$ cat src/rtl/mul_sched.sv
// Round-robin scheduler sharing one combinational multiplier between NUM_REQ requesters.
// Each operation is accept -> issue (operands registered) -> response handshake.
module mul_sched #(
    parameter int BITWIDTH = 32,
    parameter int NUM_REQ  = 4,
    parameter int CNT_W    = 16,
    localparam int ID_W    = $clog2(NUM_REQ)
) (
    input  logic                         clk,
    input  logic                         reset_n,
    input  logic [NUM_REQ-1:0]           req_valid,
    output logic [NUM_REQ-1:0]           req_ready,
    input  logic [NUM_REQ*BITWIDTH-1:0]  req_ain,
    input  logic [NUM_REQ*BITWIDTH-1:0]  req_bin,
    output logic [BITWIDTH-1:0]          mul_ain,
    output logic [BITWIDTH-1:0]          mul_bin,
    input  logic [BITWIDTH-1:0]          mul_dout,
    input  logic                         mul_overflow,
    output logic [NUM_REQ-1:0]           rsp_valid,
    input  logic [NUM_REQ-1:0]           rsp_ready,
    output logic [BITWIDTH-1:0]          rsp_dout,
    output logic                         rsp_overflow,
    output logic [ID_W-1:0]              grant_id,
    output logic                         busy,
    output logic [CNT_W-1:0]             op_count
);

    typedef enum logic [1:0] {
        ST_IDLE  = 2'd0,
        ST_ISSUE = 2'd1,
        ST_RESP  = 2'd2
    } state_t;

    state_t                state_q,        state_d;
    logic [ID_W-1:0]       ptr_q,          ptr_d;
    logic [ID_W-1:0]       grant_id_q,     grant_id_d;
    logic [BITWIDTH-1:0]   mul_ain_q,      mul_ain_d;
    logic [BITWIDTH-1:0]   mul_bin_q,      mul_bin_d;
    logic [BITWIDTH-1:0]   rsp_dout_q,     rsp_dout_d;
    logic                  rsp_overflow_q, rsp_overflow_d;
    logic [CNT_W-1:0]      op_count_q,     op_count_d;

    logic                  win_found;
    int                    win;
    logic [ID_W-1:0]       win_id;

    // Rotating priority: scan offsets high to low so the smallest offset from ptr wins.
    // NOTE: every signal written in an always_comb gets a default first, so no path leaves it unassigned and infers a latch.
    always_comb begin
        win_found = 1'b0;
        win       = 0;
        for (int k = NUM_REQ - 1; k >= 0; k--) begin
            if (req_valid[(int'(ptr_q) + k) % NUM_REQ]) begin
                win_found = 1'b1;
                win       = (int'(ptr_q) + k) % NUM_REQ;
            end
        end
        win_id = ID_W'(win);
    end

    always_comb begin
        state_d        = state_q;
        ptr_d          = ptr_q;
        grant_id_d     = grant_id_q;
        mul_ain_d      = mul_ain_q;
        mul_bin_d      = mul_bin_q;
        rsp_dout_d     = rsp_dout_q;
        rsp_overflow_d = rsp_overflow_q;
        op_count_d     = op_count_q;
        req_ready      = '0;
        rsp_valid      = '0;

        case (state_q)
            ST_IDLE: begin
                if (win_found) begin
                    req_ready[win_id] = 1'b1;
                    mul_ain_d         = req_ain[win*BITWIDTH +: BITWIDTH];
                    mul_bin_d         = req_bin[win*BITWIDTH +: BITWIDTH];
                    grant_id_d        = win_id;
                    ptr_d             = ID_W'((win + 1) % NUM_REQ);
                    state_d           = ST_ISSUE;
                end
            end
            ST_ISSUE: begin
                // Operands have been stable on the multiplier for a full cycle.
                rsp_dout_d     = mul_dout;
                rsp_overflow_d = mul_overflow;
                state_d        = ST_RESP;
            end
            ST_RESP: begin
                rsp_valid[grant_id_q] = 1'b1;
                if (rsp_ready[grant_id_q]) begin
                    op_count_d = op_count_q + CNT_W'(1);
                    state_d    = ST_IDLE;
                end
            end
            default: state_d = ST_IDLE;
        endcase
    end

    // NOTE: sequential state uses non-blocking assignments so every flop samples pre-edge values.
    // NOTE: every register here is plain state (no memory arrays), so all of it is reset.
    always_ff @(posedge clk or negedge reset_n) begin
        if (!reset_n) begin
            state_q        <= ST_IDLE;
            ptr_q          <= '0;
            grant_id_q     <= '0;
            mul_ain_q      <= '0;
            mul_bin_q      <= '0;
            rsp_dout_q     <= '0;
            rsp_overflow_q <= 1'b0;
            op_count_q     <= '0;
        end else begin
            state_q        <= state_d;
            ptr_q          <= ptr_d;
            grant_id_q     <= grant_id_d;
            mul_ain_q      <= mul_ain_d;
            mul_bin_q      <= mul_bin_d;
            rsp_dout_q     <= rsp_dout_d;
            rsp_overflow_q <= rsp_overflow_d;
            op_count_q     <= op_count_d;
        end
    end

    assign mul_ain      = mul_ain_q;
    assign mul_bin      = mul_bin_q;
    assign rsp_dout     = rsp_dout_q;
    assign rsp_overflow = rsp_overflow_q;
    assign grant_id     = grant_id_q;
    assign op_count     = op_count_q;
    assign busy         = (state_q != ST_IDLE);

endmodule

$ cat config.mk
export PLATFORM = sky130hd
export DESIGN_NAME = mul_sched
export DESIGN_NICKNAME = d
export VERILOG_FILES = /design/src/rtl/mul_sched.sv
export SDC_FILE = /design/constraint.sdc
export NUM_CORES = 1
export LEC_CHECK = 0
export ABC_AREA = 1
export CAP_MARGIN = 0
export CORE_AREA = 2 2 166 168
export DETAILED_ROUTE_END_ITERATION = 10
export DIE_AREA = 0 0 168 170
export GPL_TIMING_DRIVEN = 0
export HOLD_SLACK_MARGIN = 0.08
export REMOVE_ABC_BUFFERS = 1
export SLEW_MARGIN = 30
export SYNTH_ARGS = -nofsm -noshare
export SYNTH_HDL_FRONTEND = slang
export SYNTH_SLANG_ARGS = --single-unit
$ cat constraint.sdc
create_clock -name clk -period 5.55 [get_ports clk]
set_input_delay 1.3875 -clock clk [delete_from_list [all_inputs] [get_ports clk]]
set_output_delay 1.3875 -clock clk [all_outputs]
set_load 0.005 [all_outputs]
Word-level counts from Yosys, hierarchy flattened. Index checks and enable logic that the tools add are counted. Widths: inputs -> output; s select.

Flip-flop bits (word level): 119. Output and inout bits: 124. Bits of input ports: 299.

Bitwise operators: 3. $add $sub $neg: 5. Shift operators: 2. Order comparisons: 8. Mux-type cells: 31. Equality and inequality tests: 4. Reduce and logical (&&, ||, !) cells: 10.

Operators with widths (number): $shiftx 128x32->32 (2); $mux 27 (4); $add 16x1->16 const B (1); $mux 1 (14); $lt 3x4->1 const B (3); $mux 4 (3); $bmux 1 s2 (5); $lt 2x3->1 const B (3); $add 2x2->2 const B (3); $pmux 2 s3 (1); $reduce_and 2->1 (3); $reduce_or 2->1 (3); $demux 1 s2 (2); $ge 2x1->1 const B (2); $mux 2 (2); $ne 2x2->1 const B (2); $and 1x1->1 const A (3); $add 2x1->2 const B (1); $eq 2x1->1 const B (1); $eq 2x2->1 const B (1); $logic_and 1x1->1 (2); $logic_not 2->1 (1); $reduce_bool 2->1 (1).

Longest topological paths before layout.
Depth after elaboration: 16. Mapped depth: 16.

Worst setup path before layout. No wires, ideal clock.

Path kind: input-to-output. Start point: in req_valid[2]. End point: out req_ready[1]. Stages on the path: 12. Setup slack: 1.654 ns. Arrival time: 2.508 ns. Cells stage by stage: inv_1 o21ai_0 nand2_1 nand2_1 inv_2 nand2_1 nand2_1 buf_4 buf_2 a21oi_1 nand2_1 inv_1.

Cells in the longest elaborated chain, start to end: 13.

Ends and longest elaborated chain: start, declared (RTL line 11) `input logic [NUM_REQ-1:0] req_valid,`; $bmux 1 s2 (RTL line 53) `if (req_valid[(int'(ptr_q) + k) % NUM_REQ]) begin`; $mux 1 (implied by the code) (2 in series) (RTL line 53); $mux 27 (4 in series) (RTL line 53); $lt 2x3->1 (implied by the code) / $ge 2x1->1 (equally long branches) (RTL line 76) `req_ready[win_id] = 1'b1;`; $logic_and 1x1->1 (implied by the code) (RTL line 76); $mux 1 (implied by the code) (RTL line 76); $demux 1 s2 (RTL line 76); $mux 4 (*) (RTL line 75) `if (win_found) begin`; $mux 4 (*) (RTL line 73) `case (state_q)`; end, declared (RTL line 12) `output logic [NUM_REQ-1:0] req_ready,`.

Mark *: on every way between the ends. The rest lies on a longest branch, timed or not. The select of a mux whose other input is x is not followed.

Worst setup path in the final report.
Start point: in req_valid[2]. End point: out req_ready[2].

The elaborated chain is that of the path after synthesis.

==> results by group <==
Floorplan
  – Initial core utilization: 30.5%
  – CORE AREA: 0.0267 sq mm
  – Die height: 170 um
  – Io pins: 423
  – Row cnt: 60
  – Die X: 168 um
  – Die area: 0.0286 sq mm

Detailed routing
  – Total Wirelength: 32300 um
  – Top sig layer: met4
  – Routed WL per cell: 16.1 um
  – DR vias: 9054
  – Antenna-violating nets left: 0
  – DR vias/cell: 4.52
  – WL met1: 13600 um
  – DRT iter0 DRCs: 461
  – Met3 WL: 2130 um
  – DRC: 0
  – DR WL met2: 15900 um
  – DR pass1 iterations: 6

Critical path
  – CP cell instances: clkdlybuf4s50_1 -> inv_1 -> o21ai_1 -> nand2_1 -> nand2_1 -> inv_2 -> nand3_4 -> buf_12 -> nand2_8 -> buf_16 -> nor2_4 -> nand2_1 -> inv_1 -> clkdlybuf4s50_1
  – FF-to-FF End: mul_ain[7]$_DFFE_PN0P_
  – Critical Path RT: 4160 ps
  – CP endpoint kind: output port
  – WP data arrival: 3940 ps
  – Reg2Reg Depth: 15
  – Worst path max stage delay: 530 ps
  – CP max stage cell: clkdlybuf4s50_1
  – Setup Crit Path Kind: in -> out
  – Most frequent CP cell: nand2_1
  – Worst r2r src: ptr_q[0]$_DFFE_PN0P_
  – Crit path max fanout: 21
  – Setup crit start kind: input port
  – Buf/Inv on CP: 7
  – Family with the most delay on the worst path: buffers and inverters
  – Reg2reg setup slack: 2590 ps

STA
  – Skew final: 11.1 ps
  – Min Clock Period, post-route: 5330 ps
  – Final Setup Violations: 0
  – Max-slew violations: 0
  – RSZ-0062 raised after global routing: no
  – Final period util: 96.0%
  – Final setup TNS: 0 ps
  – Fin. Hold Viols: 0
  – Hold slack: 477 ps
  – Max_slew headroom: 44.8%
  – Fmax: 188 MHz
  – Tightest Pin Transition: 828 ps

GRT
  – Gr ovfl total: 0
  – First-pass GRT wire length: 49500 um
  – Initial antenna violation count: 0
  – Number of global-route vias before repair: 8764
  – Largest net degree at the start of global routing: 70
  – GRT Total Usage: 22.4%

Power
  – Internal Power: 4.52 mW
  – P_sw: 3.99 mW
  – Seq pwr share: 18.0%
  – Maximum VDD drop: 0.000283 V
  – Clock power frac: 14.4%
  – Total power: 8.50 mW
  – Switching share of total power: 46.9%
  – Power per Cell Area: 626 mW/mm^2
  – Leak: 7.15 nW
  – Comb power frac: 67.6%

Yosys
  – Mapped Area: 0.00814 sq mm
  – Synth Register Bits: 119
  – Syn avg cell area: 6.49 sq um
  – Ys Warns: 0
  – Yosys top cell area share: 36.6%
  – Sequential fraction of the synthesis area: 36.6%
  – Largest cells by area after synthesis: dfrtp_1 37%, nand2_1 20%, nand3_1 17%
  – Cell count after synthesis: 1255
  – Post-synth cell types: 27
  – Largest area contributor in the netlist: dfrtp_1

Placed design
  – DP HPWL: 21900 um
  – Placement Cell Area: 0.0127 sq mm
  – PortBufs: 422
  – GPL Wtd Cong: 0.820

Run
  – Maxcap violations: 0

CTS
  – TritonCTS buffer count: 17
  – CTS sink cnt: 119
  – Worst skew pair latency: 420 ps
  – Clock transition at path regs: 60 ps
  – # hold bufs at CTS: 0
  – CTS root buffer: clkbuf_16
  – Clock Path Buffers: 2
  – H-tree levels: 4
  – CTS tree: built

Cells and area
  – Commonest non-fill, non-tap cell in the layout: clkdlybuf4s50_1
  – Filler Cell Count: 2618
  – Share of layout cells above drive strength 1: 6.62%
  – Commonest non-fill, non-tap cells in the layout: 421 x clkdlybuf4s50_1, 416 x nand2_1, 275 x inv_1, 269 x nand3_1, 119 x dfrtp_1
  – Core Util, Final: 51.0%
  – Nets@finish: 1949
  – Area Overhead vs Synth: 66.9%
  – Design Area, Final: 0.0136 sq mm

Worst hold path
  – Hold crit path type: reg -> reg
  – Worst Min Path Start: mul_ain[10]$_DFFE_PN0P_
  – Hold EP: mul_ain[10]$_DFFE_PN0P_
  – Hold depth: 2

Status
  – Outcome: finished clean
==> metrics by stage <==
step           cells  setup WS [ps]
5_1_grt         2003           53.6
3_3_place_gp    1944          -6300
3_5_place_dp    1956           -435
2_1_floorplan   1181          -1990
4_1_cts         1997           9.33
6_report        2004            220
==> worst max-delay path by stage <==
stage            startpoint            to  slack (ps)  cells after the start
6_report       req_valid[2]  req_ready[2]         220                     14
5_1_grt        req_valid[1]  req_ready[2]          50                     14
4_1_cts        req_valid[2]  req_ready[2]           9                     14
3_5_place_dp   req_valid[3]  req_ready[2]        -430                     15
3_3_place_gp   req_valid[3]  req_ready[2]       -6300                     12
2_1_floorplan  req_valid[3]  req_ready[2]       -1990                     10
==> power by group through the flow <==
stage	Sequential, mW	Clock [mW]	Combinational, mW
global placement	1.51	0	5.19
floorplan	1.54	0	2.97
finish	1.53	1.22	5.75
CTS	1.54	1.25	5.75
global route	1.58	1.29	6.40
detailed placement	1.53	0	5.28
==> what timing repair did <==
item	in CTS	in global routing
pin swaps	3	2
setup buffers	1	5
cloned	8	1
endpoints found under the setup margin	3	3
gates resized for setup	4	4
==> sequential cells by signal (all words and copies together) (netlist names) <==
register and flops:
op_count 16, grant_id 2, state_q 2, mul_ain 32, rsp_overflow 1, mul_bin 32, ptr_q 2, rsp_dout 32
==> worst register-to-register path: cells and delay by family (launching register included) <==
kind	cells	cell delay, ps
DFF	1	880
buffers and inverters	3	800
and+or+nand+nor	12	1170
==> routing by layer <==
layer,GRT usage (%),up-vias
li1,-,4592
met1,27.4,4101
met2,38.6,314
met3,5.95,47
met4,6.73,0
met5,0,-
==> Yosys cell counts <==
| master | n |
|---|---|
| nor2_1 | 15 |
| ha_1 | 1 |
| o211ai_1 | 1 |
| clkbuf_1 | 19 |
| nand3_2 | 2 |
| or3_1 | 1 |
| buf_4 | 6 |
| mux2_2 | 34 |
| dfrtp_1 | 119 |
| o21ai_0 | 4 |
| inv_1 | 276 |
| o21ai_2 | 1 |
| inv_2 | 2 |
| buf_1 | 1 |
| xor2_1 | 7 |
| nand3_1 | 269 |
| xnor2_1 | 9 |
| a21oi_1 | 2 |
| buf_2 | 37 |
| nor3b_1 | 1 |
| buf_6 | 11 |
| nor2_4 | 1 |
| o21ai_1 | 2 |
| nor3_1 | 6 |
| nand2_1 | 423 |
| nand2_2 | 1 |
| nand4_1 | 4 |
==> final cells by class <==
| class | count | area, sq um | area share (%) |
|---|---|---|---|
| tap | 341 | 427 | 3.14 |
| clock inverter | 15 | 206 | 1.52 |
| multi-input combinational | 789 | 3830 | 28.2 |
| timing repair buffer | 444 | 4670 | 34.4 |
| sequential | 119 | 2980 | 21.9 |
| antenna | 1 | 2.50 | 0.0184 |
| clock buffer | 17 | 425 | 3.13 |
| inverter | 278 | 1050 | 7.70 |
==> kinds of logic after synthesis <==
family                   after synthesis  share of synthesized area, %
adder cells (fa/ha/maj)                1                         0.154
AO/OA/AOI/OAI                         10                         0.692
XOR/XNOR                              16                          1.72
flip-flops                           119                          36.6
buffers and inverters                352                          18.1
multiplexers                          34                          4.70
AND/OR/NAND/NOR                      723                          38.0
(Power assumes the default switching activity.)
